## src/rtl/sensor_cond_gen.sv

```systemverilog
// Multi-channel sensor conditioning: one shared exponential-averaging datapath
// scanned across NUM_CH channels per sample tick, plus cadence debounce and period timer.
module sensor_cond_gen #(
   parameter int NUM_CH      = 4,
   parameter int WIDTH       = 12,
   parameter int AVG_SHIFT   = 4,
   parameter int TICK_LOG2   = 16,
   parameter int CAD_STABLE  = 1024,
   parameter int PED_TIMEOUT = (1 << 22) - 1,
   parameter int PER_W       = 22,
   parameter int FAST_SIM    = 0
) (
   input  logic                    clk,
   input  logic                    rst,
   input  logic [NUM_CH*WIDTH-1:0] sens_in,
   input  logic                    cadence_raw,
   output logic [NUM_CH*WIDTH-1:0] avg_out,
   output logic                    avg_vld,
   output logic                    cad_edge,
   output logic [PER_W-1:0]        cad_period,
   output logic                    not_pedaling
);

   localparam int TICK_L = (FAST_SIM != 0) ? 4 : TICK_LOG2;
   localparam int CAD_ST = (FAST_SIM != 0) ? 2 : CAD_STABLE;
   localparam int PED_TO = (FAST_SIM != 0) ? 1024 : PED_TIMEOUT;
   localparam int ACC_W  = WIDTH + AVG_SHIFT;
   localparam int CH_W   = (NUM_CH > 1) ? $clog2(NUM_CH) : 1;
   localparam int FLT_W  = $clog2(CAD_ST + 1);

   typedef enum logic [1:0] {
      ST_IDLE = 2'd0,
      ST_RUN  = 2'd1,
      ST_DONE = 2'd2
   } state_t;

   logic [TICK_L-1:0] tick_cnt_r;
   logic              tick_r;
   state_t            state_r, state_s;
   logic [CH_W-1:0]   ch_r, ch_s;
   logic [ACC_W-1:0]  acc_r [NUM_CH];
   logic [ACC_W-1:0]  acc_s [NUM_CH];
   logic [ACC_W-1:0]  acc_cur_s, upd_s;
   logic [WIDTH-1:0]  x_s;
   logic              last_s;
   logic              primed_r;

   logic              cad_meta_r, cad_sync_r, cad_filt_r, cad_filt_d_r;
   logic [FLT_W-1:0]  flt_cnt_r;
   logic [PER_W-1:0]  per_cnt_r;
   logic              seen_edge_r;

   // Free-running tick counter; tick pulses in the cycle the counter reads 0 after a wrap
   always_ff @(posedge clk) begin
      if (rst) begin
         tick_cnt_r <= '0;
         tick_r     <= 1'b0;
      end else begin
         tick_cnt_r <= tick_cnt_r + TICK_L'(1);
         tick_r     <= &tick_cnt_r;
      end
   end

   // Averaging FSM state register
   always_ff @(posedge clk) begin
      if (rst) begin
         state_r <= ST_IDLE;
         ch_r    <= '0;
      end else begin
         state_r <= state_s;
         ch_r    <= ch_s;
      end
   end

   // Next-state logic: idle until tick, scan channels one per cycle, then publish
   always_comb begin
      state_s = state_r;
      ch_s    = ch_r;
      case (state_r)
         ST_IDLE: begin
            if (tick_r) begin
               state_s = ST_RUN;
               ch_s    = '0;
            end else begin
               state_s = ST_IDLE;
            end
         end
         ST_RUN: begin
            if (ch_r == CH_W'(NUM_CH - 1)) begin
               state_s = ST_DONE;
               ch_s    = '0;
            end else begin
               ch_s = ch_r + CH_W'(1);
            end
         end
         ST_DONE: state_s = ST_IDLE;
         default: state_s = ST_IDLE;
      endcase
   end

   // Shared datapath: select the active channel, then preload or blend
   always_comb begin
      acc_cur_s = '0;
      x_s       = '0;
      for (int i = 0; i < NUM_CH; i++) begin
         acc_cur_s = (ch_r == CH_W'(i)) ? acc_r[i] : acc_cur_s;
         x_s       = (ch_r == CH_W'(i)) ? sens_in[i*WIDTH +: WIDTH] : x_s;
      end
      upd_s  = primed_r ? (acc_cur_s - (acc_cur_s >> AVG_SHIFT) + ACC_W'(x_s))
                        : (ACC_W'(x_s) << AVG_SHIFT);
      last_s = (state_r == ST_RUN) && (ch_r == CH_W'(NUM_CH - 1));
      for (int i = 0; i < NUM_CH; i++) begin
         acc_s[i] = ((state_r == ST_RUN) && (ch_r == CH_W'(i))) ? upd_s : acc_r[i];
      end
   end

   // Accumulators and output registers; outputs load from the post-update values so
   // avg_out and avg_vld are visible together in the DONE cycle
   always_ff @(posedge clk) begin
      if (rst) begin
         for (int i = 0; i < NUM_CH; i++) acc_r[i] <= '0;
         avg_out  <= '0;
         avg_vld  <= 1'b0;
         primed_r <= 1'b0;
      end else begin
         for (int i = 0; i < NUM_CH; i++) acc_r[i] <= acc_s[i];
         avg_vld  <= last_s;
         primed_r <= (state_r == ST_DONE) ? 1'b1 : primed_r;
         if (last_s) begin
            for (int i = 0; i < NUM_CH; i++) avg_out[i*WIDTH +: WIDTH] <= acc_s[i][ACC_W-1:AVG_SHIFT];
         end
      end
   end

   // Cadence synchroniser, stability filter and rising-edge pulse
   always_ff @(posedge clk) begin
      if (rst) begin
         cad_meta_r   <= 1'b0;
         cad_sync_r   <= 1'b0;
         cad_filt_r   <= 1'b0;
         cad_filt_d_r <= 1'b0;
         flt_cnt_r    <= '0;
         cad_edge     <= 1'b0;
      end else begin
         cad_meta_r   <= cadence_raw;
         cad_sync_r   <= cad_meta_r;
         cad_filt_d_r <= cad_filt_r;
         cad_edge     <= cad_filt_r & ~cad_filt_d_r;
         if (cad_sync_r != cad_filt_r) begin
            if (flt_cnt_r == FLT_W'(CAD_ST - 1)) begin
               cad_filt_r <= ~cad_filt_r;
               flt_cnt_r  <= '0;
            end else begin
               flt_cnt_r <= flt_cnt_r + FLT_W'(1);
            end
         end else begin
            flt_cnt_r <= '0;
         end
      end
   end

   // Period timer; an edge takes priority over the timeout
   always_ff @(posedge clk) begin
      if (rst) begin
         per_cnt_r    <= '0;
         seen_edge_r  <= 1'b0;
         cad_period   <= '1;
         not_pedaling <= 1'b1;
      end else if (cad_edge) begin
         if (seen_edge_r) begin
            cad_period   <= per_cnt_r;
            not_pedaling <= 1'b0;
         end
         seen_edge_r <= 1'b1;
         per_cnt_r   <= PER_W'(1);
      end else if (per_cnt_r == PER_W'(PED_TO)) begin
         not_pedaling <= 1'b1;
         cad_period   <= '1;
         seen_edge_r  <= 1'b0;
      end else begin
         per_cnt_r <= per_cnt_r + PER_W'(1);
      end
   end

endmodule
```

## config.mk

```make
export PLATFORM = sky130hd
export DESIGN_NAME = sensor_cond_gen
export DESIGN_NICKNAME = d
export VERILOG_FILES = /design/src/rtl/sensor_cond_gen.sv
export SDC_FILE = /design/constraint.sdc
export NUM_CORES = 1
export LEC_CHECK = 0
export BUFFER_PORTS_ARGS = -buffer_cell sky130_fd_sc_hd__clkbuf_2
export CELL_PAD_IN_SITES_DETAIL_PLACEMENT = 1
export CELL_PAD_IN_SITES_GLOBAL_PLACEMENT = 1
export CORE_ASPECT_RATIO = 2
export CORE_MARGIN = 3
export CORE_UTILIZATION = 43
export CTS_CLUSTER_DIAMETER = 50
export CTS_CLUSTER_SIZE = 20
export DETAILED_ROUTE_END_ITERATION = 10
export PLACE_DENSITY = 0.76
export SYNTH_ARGS = -nofsm -noshare
export SYNTH_HDL_FRONTEND = slang
export SYNTH_SLANG_ARGS = --single-unit
```

## constraint.sdc

```tcl
create_clock -name clk -period 5.1 [get_ports clk]
set_input_delay 0.255 -clock clk [delete_from_list [all_inputs] [get_ports clk]]
set_output_delay 0.255 -clock clk [all_outputs]
set_load 0.02 [all_outputs]
```

# Word level (Yosys, flattened, before mapping)
# Memories as Yosys holds them, arrays and structs flattened.
# Cells that the tools add are included.
# totals
mem_bits_rw,64
in_bits,51
out_inout_bits,73
word_cells,95
n_memories,1
ff_bits,133
# op_classes
mux,36
eq_ne,12
add_sub_neg,6
n_reduce_logical,14
bitwise_logic,8
# memory_table
memory,depth,width,rd,rd_ports_with_merged_regs,write_ports,line,source
acc_r,4,16,4,0,4,41,logic [ACC_W-1:0] acc_r [NUM_CH];
# op_table
operator,count
2-to-1 mux 16 bit,13
2-to-1 mux 22 bit,3
2-to-1 mux 12 bit,4
"adder 22 x 1 -> 22 bit, second input constant",1
"== test 22 bit, second input constant",1
"adder 16 x 1 -> 16 bit, second input constant",1
adder 16 x 12 -> 16 bit,1
AND reduction 16 bit,1
subtractor 16 x 12 -> 16 bit,1
"adder 11 x 1 -> 11 bit, second input constant",1
"== test 11 x 10 -> 1 bit, second input constant",1
2-to-1 mux 1 bit,11
one-hot mux 2 bit (2 select lines),2
"== test 2 bit, second input constant",3
2-to-1 mux 2 bit,3
"!= test 2 bit, second input constant",3
AND reduction 2 bit,3
"== test 2 x 1 -> 1 bit, second input constant",2
logical AND 1 bit,4
logical NOT 2 bit,2
bitwise OR 1 bit,4
nonzero test 2 bit,2
inverter 1 bit,3
OR reduction 3 bit,1
5 further kinds,5

# Logic depth before layout (Yosys ltp)
# Gate-level depths: netlist of run 1.
# depth
word_depth,10
depth_mapped,23
mapped_depth_nobuf,19

# Worst setup path after synthesis of run 1
# OpenSTA, ideal clock, no wires.
# synth_path
path_kind,reg-to-reg
from,register ch_r[0]
to,memory acc_r[3][14] in the netlist's numbering
synth_period_minus_slack_ps,4346
t_required_ps,4968
path_stages_with_launch,22
arrival_ps,4213
path_slack_ps,754
cell_sequence,dfxtp_1 inv_1 ha_1 buf_4 nor2b_2 buf_4 clkbuf_1 a221o_1 o21ai_0 nor2_1 a21o_1 fa_1 inv_1 ha_1 nor2b_4 o31a_1 o31ai_2 buf_4 o21bai_1 nor3b_1 a2111oi_2 nor3_1
# synth_rtl
element,line,source
start: declaration,40,"logic [CH_W-1:0] ch_r, ch_s;"
start signal: assignment,71,ch_r <= ch_s;
end: declaration,41,

# Final worst setup path of run 1
# layout_path
from,register ch_r[0]
to,register avg_out[9]
# layout_via
elab_chain_len,9
elab_cells_between_ends,18
classes_between,add/sub: 2; eq/ne: 3; mux: 10; reduce/logical: 3
# layout_rtl
element,line,source
logical NOT 2 bit,"106, 107, 113",
2-to-1 mux 16 bit (4 in series),106,acc_cur_s = (ch_r == CH_W'(i)) ? acc_r[i] : acc_cur_s;
subtractor 16 x 12 -> 16 bit,109,upd_s = primed_r ? (acc_cur_s - (acc_cur_s >> AVG_SHIFT) + ACC_W'(x_s))
adder 16 x 12 -> 16 bit,109,
2-to-1 mux 16 bit,109,
2-to-1 mux 16 bit,113,acc_s[i] = ((state_r == ST_RUN) && (ch_r == CH_W'(i))) ? upd_s : acc_r[i];
end signal: assignment,122,avg_out <= '0;
end: declaration,17,"output logic [NUM_CH*WIDTH-1:0] avg_out,"
# Several ways; a longest one is shown, not always the timed one.
# A chain may end at the register's enable or synchronous reset.

==> results of run 1 <==
-- worst paths after layout --
kind	from	slack, ns	cells past startpoint	endpoint
worst max-delay path	ch_r[0]$_SDFFE_PP0P_	0.19	18	avg_out[9]$_SDFFE_PP0P_
worst min-delay path	sens_in[46]	0.19	3	avg_out[46]$_SDFFE_PP0P_
worst max register to register	ch_r[0]$_SDFFE_PP0P_	0.19	18	avg_out[9]$_SDFFE_PP0P_
worst min register to register	cad_filt_d_r$_SDFF_PP0_	0.40	1	cad_edge$_SDFF_PP0_
-- layer usage --
layer,up-vias,track usage,part of all wire
li1,4268,-,-
met1,4351,0.2692,0.37
met2,194,0.5044,0.56
met3,57,0.03367,0.028
met4,0,0.1161,0.035
met5,-,0,0
-- per-stage QoR --
stage               total power, mW    util  hold slack [ns]
floorplan                     1.717       -           0.3674
global placement              1.780  0.4785           0.3731
detailed placement            1.783  0.4785           0.3780
global route                  3.171  0.5051           0.2347
CTS                           3.095  0.5051           0.1800
finish                        3.066  0.5051           0.1946
-- critical path, cell delays in order (launching register included) --
cell	delay, ns
dfxtp_1	0.41
inv_1	0.09
ha_1	0.32
nor2b_2	0.21
buf_4	0.20
a221o_1	0.34
o21ai_0	0.09
nor2_1	0.06
a21o_1	0.19
fa_1	0.59
inv_1	0.06
ha_1	0.27
a21oi_1	0.09
nand4b_1	0.31
a211o_2	0.45
a31oi_1	0.19
mux2i_1	0.46
nand2_1	0.15
a311oi_1	0.31
-- synthesized netlist by cell type (all sizes together), types with 6 or more instances --
library cell | count | share of area
a31oi | 6 | 0.0046
nand2b | 7 | 0.0046
buf | 30 | 0.018
o31ai | 19 | 0.015
a211oi | 21 | 0.017
or2 | 6 | 0.0039
a221o | 11 | 0.011
xor2 | 25 | 0.023
nor3 | 33 | 0.017
a21o | 11 | 0.0089
nor2b | 11 | 0.0082
a221oi | 12 | 0.011
dfxtp | 197 | 0.41
fa | 12 | 0.025
o21ai | 54 | 0.029
a211o | 6 | 0.0056
mux2i | 9 | 0.0094
nand4 | 11 | 0.0085
a21oi | 83 | 0.043
and3 | 14 | 0.0091
clkbuf | 42 | 0.016
nor2 | 185 | 0.073
and2 | 13 | 0.0085
ha | 23 | 0.030
nand3b | 23 | 0.018
inv | 43 | 0.017
xnor2 | 17 | 0.016
o211ai | 7 | 0.0055
nand2 | 147 | 0.058
nand3 | 45 | 0.024
a311oi | 8 | 0.0073
o21a | 8 | 0.0063
-- area by class of cell --
| type | count | area share |
|---|---|---|
| clock buffers | 17 | 0.03884 |
| clock inverters | 15 | 0.01302 |
| inverters | 44 | 0.01508 |
| multi-input cells | 867 | 0.4693 |
| flip-flops and latches | 197 | 0.3601 |
| well taps | 273 | 0.03119 |
| repair buffers | 146 | 0.07243 |
-- cells in the final DEF, fill, tap and decap left out, types with 17 or more instances in the layout --
cell / instances
nor2_1: 185
a211oi_1: 20
nor3_1: 33
nand3b_1: 23
xor2_1: 25
dfxtp_1: 197
clkbuf_2: 122
nand3_1: 45
inv_1: 43
o31ai_1: 18
o21ai_0: 50
nand2_1: 147
clkbuf_16: 17
a21oi_1: 83
buf_4: 23
ha_1: 22
-- logic make-up after synthesis --
logic type	Yosys count	share of synthesized area
and+or+nand+nor	512	0.2466
buffers and inverters	116	0.05174
xor gates and xnor gates	42	0.03920
AOI/OAI and AO/OA	269	0.1861
adders and majority gates	35	0.05514
muxes	9	0.009408
DFF	197	0.4119
-- state kept, by name, summed over array words and instances (netlist names) --
register,count
acc_r,64
tick_cnt_r,16
seen_edge_r,1
primed_r,1
cad_filt_d_r,1
ch_r,2
not_pedaling,1
cad_edge,1
flt_cnt_r,11
avg_vld,1
cad_period,22
avg_out,48
tick_r,1
state_r,2
per_cnt_r,22
cad_sync_r,1
cad_filt_r,1
cad_meta_r,1
-- power by group --
part	total [mW]	internal [mW]	switching [mW]	leakage, nW
Combinational	0.204	0.0791	0.124	2.55
Sequential	1.55	1.54	0.00496	1.59
Clock	1.32	0.646	0.670	0.278
==> reports/metrics.yaml, run 1 <==
outcome:
  outcome: "completed"
placed_design:
  placedCellCount: 1526
  gp_congestion: 0.8963
  dpl_cell_area_um2: 10370
  dp_hpwl_um: 22910
  port_buffers: 123
  dp_worst_setup_slack_ns: 0.2946
routing:
  drtPass1Iterations: 5
  wirelength_um: 30960
  drcViolationCount: 0
  dr_total_vias: 8870
  wl_per_cell_um: 19.86
  drtIter0Drc: 454
  viasPerCell: 5.690
  drt.antenna.violating_nets: 0
logic_synthesis:
  netlist_instances: 1180
  synth_edf_count: 0
  synth_nets: 1266
  avgSynthCellArea_um2: 8.115
  synth_ff_type: "dfxtp_1"
  ys_seq_area_frac: 0.4119
  synth_cell_types: 68
  synth_area_um2: 9575
  synthArstFlopShare: 0
  synth_warnings: 0
  ys_seq_elements: 197
global_route:
  grt_start_max_net_pins: 77
  grt_pass1_wl_um: 49670
  grt_antenna_before_repair: 0
  grt_pass1_vias: 9351
  track_usage: 0.2584
  grt_overflow_total: 0
critical_path:
  critPathKind: "reg -> reg"
  path_max_fanout: 11
  crit_path_start_kind: "flip-flop"
  required_ns: 5.45
  critPathArrivalTime_ns: 5.26
  critPathCaptureType: "flip-flop"
timing:
  maxSlewHeadroom: 0.2728
  finalCritPeriodShare: 0.9621
  min_period_ns: 4.907
  timing_hold_violations_final: 0
  fin_tns_setup_ns: 0
  final-max-slew-violation-count: 0
  worst_pin_slew_ns: 1.091
  grt_setup_unrepaired: "false"
  finalSetupViolCount: 0
  fin_ws_ns: 0.1932
  max_clock_freq_ghz: 0.2038
  skew_ns: 0.01358
final_layout:
  finalNonFillerCells: 1559
  final_layout_size_suffix_gt1_frac: 0.1563
  fillCellCount: 2680
  fin_nets: 1359
  diodes: 0
  syn_to_final_growth_pct: 14.37
  seqCellArea_um2: 3944
  design_area_um2: 10950
  multiInputGateArea_um2: 5140
clock_tree:
  root_buffer: "clkbuf_16"
  cts_tree: "yes"
  post_cts_buffers: 0
  clk_latency_ns: 0.46
  cts_hold_buffers: 1
  h-tree-depth: 4
  numCtsBuffers: 17
  clk_path_buf_depth: 2
  clock_sinks: 197
  cts_resized: 0
  clk_pin_slew_worst_paths_ns: 0.08
power:
  p_per_area_nw_per_um2: 279.9
  cellLeakagePower_nw: 4.421
  vdd_drop_max_v: 0.0002752
die:
  pin_count: 124
  chipHeight_um: 217.0
  core_um2: 21680
  start_util: 0.4417
  rows: 76
  die_w_um: 111.5
  die-area_um2: 24200
min_path:
  hold_class: "in -> reg"
job:
  cap_violations: 0
No activity file was read; power rests on OpenSTA's default activity.
==> run 2, diff against run 1 <==
- CELL_PAD_IN_SITES_DETAIL_PLACEMENT: 1 -> 2
- CELL_PAD_IN_SITES_GLOBAL_PLACEMENT: 1 -> 2
- CORE_UTILIZATION: 43 -> 34
- PLACE_DENSITY: 0.76 -> 0.75
==> reports/metrics.yaml, run 2 (synthesis gave the netlist of run 1 again) <==
global_route:
  grt_pass1_wl_um: 55300  # +11%
  track_usage: 0.2311  # -0.02736
  grt_antenna_before_repair: 0  # unchanged
  grt_start_max_net_pins: 80  # +3.9%
  grt_overflow_total: 0  # unchanged
  grt_pass1_vias: 9876  # +5.6%
timing:
  fin_ws_ns: 0.2858  # +0.09258 ns
  min_period_ns: 4.814  # -0.09258 ns
  max_clock_freq_ghz: 0.2077  # +1.9%
  finalCritPeriodShare: 0.9440  # -0.01815
  grt_setup_unrepaired: "false"
  worst_pin_slew_ns: 1.117  # +0.02638 ns
  maxSlewHeadroom: 0.2552  # -0.01759
  timing_hold_violations_final: 0  # unchanged
  skew_ns: 0.01327  # -0.0003155 ns
  fin_tns_setup_ns: 0  # unchanged
  final-max-slew-violation-count: 0  # unchanged
  finalSetupViolCount: 0  # unchanged
die:
  die_w_um: 124.7  # +12%
  core_um2: 27650  # +28%
  die-area_um2: 30330  # +25%
  rows: 86  # +13%
  start_util: 0.3463  # -0.09540
  pin_count: 124  # unchanged
  chipHeight_um: 243.3  # +12%
power:
  p_per_area_nw_per_um2: 283.7  # +1.3%
  cellLeakagePower_nw: 4.441  # +0.45%
  vdd_drop_max_v: 0.0002543  # -7.6%
final_layout:
  final_common_cell: "dfxtp_1"
  design_area_um2: 11090  # +1.2%
  largest_register_ffs: 64  # unchanged
  fin_nets: 1362  # +0.22%
  syn_to_final_growth_pct: 15.80
  final_layout_size_suffix_gt1_frac: 0.1576  # +0.001310
  top_register: "acc_r"
  diodes: 0  # unchanged
  reg_top3: "acc_r x64, avg_out x48"
  layout_common_cells: "dfxtp_1, nor2_1, nand2_1"
routing:
  viasPerCell: 5.514  # -3.1%
  drtIter0Drc: 260  # -43%
  wl_per_cell_um: 21.29  # +7.2%
  dr_total_vias: 9043  # +2.0%
  drcViolationCount: 0  # unchanged
  drt.antenna.violating_nets: 0  # unchanged
  wirelength_um: 34910  # +13%
  drtPass1Iterations: 4  # -1
clock_tree:
  numCtsBuffers: 17  # unchanged
  root_buffer: "clkbuf_16"
  cts_tree: "yes"
  cts_hold_buffers: 0  # -1
  post_cts_buffers: 0  # unchanged
  clock_sinks: 197  # unchanged
  clk_pin_slew_worst_paths_ns: 0.08  # about the same
  h-tree-depth: 4  # unchanged
  cts_resized: 0  # unchanged
  clk_latency_ns: 0.46  # about the same
  clk_path_buf_depth: 2  # unchanged
outcome:
  outcome: "completed"
critical_path:
  critPathCaptureType: "flip-flop"
  crit_path_start_kind: "flip-flop"
  critPathArrivalTime_ns: 5.13  # -0.13 ns
  reg2reg_slack_ns: 0.29  # +0.09 ns
  required_ns: 5.41  # -0.04 ns
  path_max_fanout: 10  # -1
  critPathKind: "reg -> reg"
placed_design:
  dp_worst_setup_slack_ns: 0.2802  # -0.01437 ns
  gp_congestion: 0.9146  # +2.0%
  dpl_cell_area_um2: 10500  # +1.2%
  port_buffers: 123  # unchanged
  dp_hpwl_um: 26020  # +14%
min_path:
  hold_class: "in -> reg"
job:
  cap_violations: 0  # unchanged
## run 2: area by class of cell
cell class / instances / area, µm²
well taps: 352 / 440.4
inverters: 44 / 165.2
fillers: 3217 / 16570
flip-flops and latches: 197 / 3944
repair buffers: 149 / 813.3
clock buffers: 21 / 460.4
clock inverters: 10 / 121.4
multi-input cells: 867 / 5144
## run 2: path summary, 6_finish.rpt
check | end | startpoint | depth (start not counted)
setup reg to reg | acc_r[3][10]$_SDFF_PP0_ | ch_r[0]$_SDFFE_PP0P_ | 19
setup / recovery | acc_r[3][10]$_SDFF_PP0_ | ch_r[0]$_SDFFE_PP0P_ | 19
hold / removal | cad_meta_r$_SDFF_PP0_ | cadence_raw | 2
hold reg to reg | cad_edge$_SDFF_PP0_ | cad_filt_d_r$_SDFF_PP0_ | 1
## run 2: power by group
part           switching (mW)  internal, mW  total, mW  leakage [nW]
clock                   0.638         0.751       1.39         0.284
sequential            0.00479          1.54       1.55          1.59
combinational           0.130        0.0795      0.210          2.57
## run 2: through the flow
stage / hold WS [ns] / power, mW / instances / util
after floorplan: 0.3674 / 1.717 / 1180 / -
after global placement: 0.3708 / 1.784 / 1609 / 0.3798
after detailed placement: 0.3888 / 1.791 / 1609 / 0.3798
after CTS: 0.01140 / 3.188 / 1640 / 0.4008
after global routing: 0.03260 / 3.267 / 1640 / 0.4010
final: 0.02833 / 3.145 / 1640 / 0.4010
## run 2: worst max-delay path: stages, from the launching register on
cell     delay (ns)
dfxtp_1        0.42
inv_1          0.10
ha_1           0.22
nor2b_2        0.16
buf_4          0.19
a221o_1        0.32
o21ai_0        0.09
nor2_1         0.06
a21o_1         0.25
fa_1           0.56
inv_1          0.05
ha_1           0.37
o21a_1         0.21
o31a_1         0.15
o31ai_2        0.60
buf_4          0.27
nand2_1        0.07
xnor2_1        0.15
a21oi_1        0.32
nor3_1         0.10
## run 2: routing by layer
metal	wire length [µm]	global-route usage	part of all wire	vias to the layer above
li1	-	-	-	4274
met1	12790	0.2329	0.37	4525
met2	19870	0.4601	0.57	172
met3	986	0.03510	0.028	72
met4	1272	0.09684	0.036	0
met5	0	0	0	-
